===== src/rtl/detect_timer_pkg.sv =====
// Shared types and default sizes for the detection time-stamp / pulse-width block.
package detect_timer_pkg;

   // Default width of the free-running counter and of the captured time stamp.
   localparam int DEF_CNT_WIDTH = 32;

   // Default width of the pulse-length measurement.
   localparam int DEF_LEN_WIDTH = 16;

   // Measurement sequencer states.
   typedef enum logic [1:0] {
      ST_IDLE    = 2'd0,
      ST_MEASURE = 2'd1,
      ST_HOLD    = 2'd2
   } state_e;

endpackage : detect_timer_pkg


===== src/rtl/detect_timer_rise_detect.sv =====
// Rising-edge detector for the detect input: one delay register plus an AND gate.
module rise_detect (
   input  logic clk,
   input  logic rst,
   input  logic i_detect,
   output logic o_rise
);

   logic r_detect_q;

   // Remember the previous sample of detect so a low-to-high transition can be seen.
   always_ff @(posedge clk) begin
      if (rst) begin
         r_detect_q <= 1'b0;
      end else begin
         r_detect_q <= i_detect;
      end
   end

   // A rise is a high sample whose previous sample was low.
   assign o_rise = i_detect & ~r_detect_q;

endmodule : rise_detect


===== src/rtl/detect_timer.sv =====
// Time-stamps detection pulses against a free-running counter and measures their width.
// One result is held until acknowledged; pulses starting while a result is held are
// dropped and reported through the sticky overrun flag.
module detect_timer
   import detect_timer_pkg::*;
#(
   parameter int CNT_WIDTH = DEF_CNT_WIDTH,
   parameter int LEN_WIDTH = DEF_LEN_WIDTH
) (
   input  logic                 clk,
   input  logic                 rst,
   input  logic                 detect,
   input  logic                 ack,
   output logic [CNT_WIDTH-1:0] time_out,
   output logic [LEN_WIDTH-1:0] len_out,
   output logic                 valid,
   output logic                 busy,
   output logic                 overrun
);

   // Saturating increment for the pulse-length counter: sticks at all-ones.
   function automatic logic [LEN_WIDTH-1:0] sat_inc(input logic [LEN_WIDTH-1:0] v);
      logic [LEN_WIDTH-1:0] res;
      if (&v) begin
         res = v;
      end else begin
         res = v + LEN_WIDTH'(1);
      end
      return res;
   endfunction

   logic                 w_rise;
   logic [CNT_WIDTH-1:0] r_counter;
   state_e               r_state;
   state_e               w_state_nxt;
   logic [CNT_WIDTH-1:0] r_time_out;
   logic [CNT_WIDTH-1:0] w_time_nxt;
   logic [LEN_WIDTH-1:0] r_len_out;
   logic [LEN_WIDTH-1:0] w_len_nxt;
   logic                 r_valid;
   logic                 w_valid_nxt;
   logic                 r_busy;
   logic                 w_busy_nxt;
   logic                 r_overrun;
   logic                 w_overrun_nxt;

   rise_detect u_rise_detect (
      .clk      (clk),
      .rst      (rst),
      .i_detect (detect),
      .o_rise   (w_rise)
   );

   // Free-running time base; wraps naturally from all-ones to zero.
   always_ff @(posedge clk) begin
      if (rst) begin
         r_counter <= '0;
      end else begin
         r_counter <= r_counter + CNT_WIDTH'(1);
      end
   end

   // Next-state and next-output decode for the IDLE / MEASURE / HOLD sequencer.
   always_comb begin
      w_state_nxt   = r_state;
      w_time_nxt    = r_time_out;
      w_len_nxt     = r_len_out;
      w_valid_nxt   = r_valid;
      w_busy_nxt    = r_busy;
      w_overrun_nxt = r_overrun;
      case (r_state)
         ST_IDLE: begin
            // ack has no meaning here; only a fresh rise starts a measurement.
            w_valid_nxt = 1'b0;
            if (w_rise) begin
               w_time_nxt  = r_counter;
               w_len_nxt   = LEN_WIDTH'(1);
               w_busy_nxt  = 1'b1;
               w_state_nxt = ST_MEASURE;
            end else begin
               w_busy_nxt  = 1'b0;
               w_state_nxt = ST_IDLE;
            end
         end
         ST_MEASURE: begin
            // ack is ignored while a pulse is being measured.
            if (detect) begin
               w_len_nxt   = sat_inc(r_len_out);
               w_busy_nxt  = 1'b1;
               w_state_nxt = ST_MEASURE;
            end else begin
               w_busy_nxt  = 1'b0;
               w_valid_nxt = 1'b1;
               w_state_nxt = ST_HOLD;
            end
         end
         ST_HOLD: begin
            if (ack) begin
               // Result consumed; a rise in the same cycle is a legitimate new event.
               w_overrun_nxt = 1'b0;
               w_valid_nxt   = 1'b0;
               if (w_rise) begin
                  w_time_nxt  = r_counter;
                  w_len_nxt   = LEN_WIDTH'(1);
                  w_busy_nxt  = 1'b1;
                  w_state_nxt = ST_MEASURE;
               end else begin
                  w_busy_nxt  = 1'b0;
                  w_state_nxt = ST_IDLE;
               end
            end else if (w_rise) begin
               // No room for the new event: drop it and remember that we did.
               w_overrun_nxt = 1'b1;
               w_state_nxt   = ST_HOLD;
            end else begin
               w_state_nxt = ST_HOLD;
            end
         end
         default: begin
            // Unreachable encoding: recover to a clean idle state.
            w_state_nxt   = ST_IDLE;
            w_valid_nxt   = 1'b0;
            w_busy_nxt    = 1'b0;
            w_overrun_nxt = 1'b0;
         end
      endcase
   end

   // State and result registers; every output comes straight from a flop.
   always_ff @(posedge clk) begin
      if (rst) begin
         r_state    <= ST_IDLE;
         r_time_out <= '0;
         r_len_out  <= '0;
         r_valid    <= 1'b0;
         r_busy     <= 1'b0;
         r_overrun  <= 1'b0;
      end else begin
         r_state    <= w_state_nxt;
         r_time_out <= w_time_nxt;
         r_len_out  <= w_len_nxt;
         r_valid    <= w_valid_nxt;
         r_busy     <= w_busy_nxt;
         r_overrun  <= w_overrun_nxt;
      end
   end

   assign time_out = r_time_out;
   assign len_out  = r_len_out;
   assign valid    = r_valid;
   assign busy     = r_busy;
   assign overrun  = r_overrun;

endmodule : detect_timer


===== config.mk =====
export PLATFORM = sky130hd
export DESIGN_NAME = detect_timer
export DESIGN_NICKNAME = d
export VERILOG_FILES = /design/src/rtl/detect_timer_pkg.sv /design/src/rtl/detect_timer_rise_detect.sv /design/src/rtl/detect_timer.sv
export SDC_FILE = /design/constraint.sdc
export NUM_CORES = 1
export LEC_CHECK = 0
export BUFFER_PORTS_ARGS = -buffer_cell sky130_fd_sc_hd__buf_2
export CORE_MARGIN = 2
export CORE_UTILIZATION = 45
export DETAILED_ROUTE_END_ITERATION = 7
export PLACE_DENSITY = 0.76
export SYNTH_ARGS = -nofsm -noshare
export SYNTH_HDL_FRONTEND = slang
export SYNTH_SLANG_ARGS = --single-unit

===== constraint.sdc =====
create_clock -name clk -period 2.8 [get_ports clk]
set_clock_uncertainty 0.15 [all_clocks]
set_input_delay 0.28 -clock clk [delete_from_list [all_inputs] [get_ports clk]]
set_output_delay 0.28 -clock clk [all_outputs]
set_load 0.01 [all_outputs]

==> reports/metrics.cfg <==
[critical_path]
critPathBufInv=0
crit_chain=ha_1 > nand3_1 > and4bb_4 > a211o_1 > or4_1 > a21oi_1
cp-end-kind=flop
start_kind=flop
cpMaxStageDelayCell=or4_1
path_delay_family=simple AND/OR/NAND/NOR gates
crit_required_ns=2.92
worstPathMaxFanout=10
critPathMaxStageDelay_ns=0.43
path_class=flop to flop
arrival_ns=2.34

[placed_design]
portBuffers=54
dp_hpwl_um=5135
place_ws_ns=0.5969
placed_cell_area_sq_um=3920
post-place-cells=571
place.gp.congestion=0.9063

[synthesis]
syn-num-nets=443
syn_area_sq_um=3597
synth_top_cell_by_area=dfxtp_1
yosysTopAreaCellShare_pct=47.86
synth-edff-count=0
syn_inst=437
yosysSeqAreaShare_pct=47.86
synthArstFlopShare_pct=0
synth_area_per_cell_sq_um=8.232
ys_types=42
synth_seq_cells=86
synth_flop_cell=dfxtp_1
yosysWarnings=0
synthTopCellsByArea=dfxtp_1 48%, nand2_1 8.5%, a21oi_1 7.0%, xor2_1 6.3%, nor2_1 5.2%

[finish]
syn2layout_area_growth_pct=14.16
fillers=747
antenna_cells=0
final_cells=587
nNetsFinal=486
drive_above_1_share_pct=17.11
stdcell_area_sq_um=4106

[die]
io_pins=55
die_w_um=93.41
rows=32
die_y_um=93.41
core_sq_um=7727
die_area_sq_um=8724
start_util_pct=46.55

[route]
post_drt_wl_per_cell_um=13.14
finalWirelength_um=7715
ant_nets=0
drtIter0Drc=186
viasPerCell=5.371
post-route-drc-count=0
vias=3153
first_pass_iters=4

[timing]
slew_headroom_pct=21.16
final-hold-violation-count=0
tns_ns=0
setup_violations=0
fin_ws_ns=0.5876
period_minus_slack_ns=2.212
fin_crit_sh_pct=79.01
achievable-frequency_mhz=452.0
finalMaxSlewViolations=0
rsz0062_at_grt=no
worst_pin_slew_ns=1.183

[global_routing]
track_usage_pct=18.69
antenna_found_initial=0
grt_pass1_wl_um=13200
grt-ovfl-total=0
grt_max_degree=68
grt_pass1_vias=2862

[outcome]
status=finished, final reports clean

[clock_network]
tritoncts=built
cts_root_buf=clkbuf_8
postCtsSetupRepairBufs=0
cts-buffers-inserted=9
cts_max_level=3
clkTransAtPathRegs_ns=0.08
ctsHoldBuffers=0
cts_buffer_depth=2
cts_resized=0
clk_latency_ns=0.36
clkSinkCount=86

[run]
drv_cap=0

[power_and_ir_drop]
power_density_nw_per_um2=526.8
leakage_nw=1.583
irDropWorstVdd_mv=0.2091

[worst_hold_path]
worst_hold_path_type=primary input to flop

-- layout make-up --
| class | instances | area, sq um | area share, % |
|---|---|---|---|
| clock buffer | 12 | 155.1 | 3.778 |
| tap | 102 | 127.6 | 3.108 |
| inverter | 5 | 18.77 | 0.4570 |
| timing repair buffer | 58 | 300.3 | 7.313 |
| multi-input combinational | 320 | 1752 | 42.66 |
| sequential | 86 | 1722 | 41.93 |
| clock inverter | 4 | 31.28 | 0.7617 |
-- where the power goes --
group	switching (W)	total [W]	leakage, nW	internal (W)
clock	0.000441	0.000814	0.0848	0.000373
sequential	0.0000121	0.00124	0.694	0.00123
combinational	0.0000759	0.000105	0.804	0.0000291
total	0.000529	0.00216	1.58	0.00163
-- registers in the layout (all words and copies together), names as in the netlist --
register                  cells
len_out                      16
busy                          1
r_counter                    32
u_rise_detect.r_detect_q      1
time_out                     32
valid                         1
r_state                       2
overrun                       1
-- placed cells by master (no fill, tap or decap), types with 4 or more instances in the layout --
cell type   n
nor2_1     50
nand2_1    81
o21ai_0    12
nand3_1    18
xor2_1     26
inv_1       5
a21oi_1    50
or3_1       5
buf_2      54
and3_1      8
nand4_1    17
dfxtp_1    86
xnor2_1     4
and4_1      7
buf_4       4
clkbuf_8   11
nor3_1      5
and2_1      4
-- metal layers --
| metal | GRT usage (%) | wire length [um] |
|---|---|---|
| met2 | 30.22 | 3720 |
| met3 | 6.285 | 582 |
| met4 | 5.392 | 40 |
| met1 | 23.71 | 3372 |
| met5 | 0 | 0 |
-- worst paths after layout --
check | slack (ns) | depth (start not counted) | to | start
max | 0.59 | 6 | len_out[12] | len_out[0]
min | 0.08 | 3 | u_rise_detect.r_detect_q | detect
max reg2reg | 0.59 | 6 | len_out[12] | len_out[0]
min reg2reg | 0.30 | 2 | time_out[4] | time_out[4]
-- metrics by stage --
| stage | power, W | utilization, % | hold slack, ns |
|---|---|---|---|
| final | 0.002163 | 53.14 | 0.08451 |
| after global routing | 0.002255 | 53.14 | 0.08694 |
| after CTS | 0.002185 | 53.14 | 0.06426 |
| after detailed placement | 0.001379 | 50.73 | 0.2935 |
| after global placement | 0.001376 | 50.73 | 0.2930 |
| after floorplan | 0.001352 | - | 0.2815 |
-- kinds of logic after synthesis --
family	count (synthesis)	synth area share (%)
buf+inv	31	3.756
simple gates	212	28.49
flops	86	47.86
fa+ha+maj	2	0.6955
mux	1	0.2783
xor+xnor	30	7.304
compound gates	75	11.62
-- synthesized netlist by cell type (all sizes together), types with 3 or more instances --
cell type   n
a21oi      50
a31oi       3
a41oi       3
and2        4
and3        9
and4        7
buf         6
clkbuf     20
dfxtp      86
inv         5
nand2      81
nand3      18
nand4      17
nor2       50
nor2b       3
nor3        6
o21ai      12
or3         6
xnor2       4
xor2       26
-- tightest hold or removal path, stage by stage --
cell    delay (ns)
buf_2         0.13
inv_1         0.09
nor2_1        0.05
(Power assumes the default switching activity.)
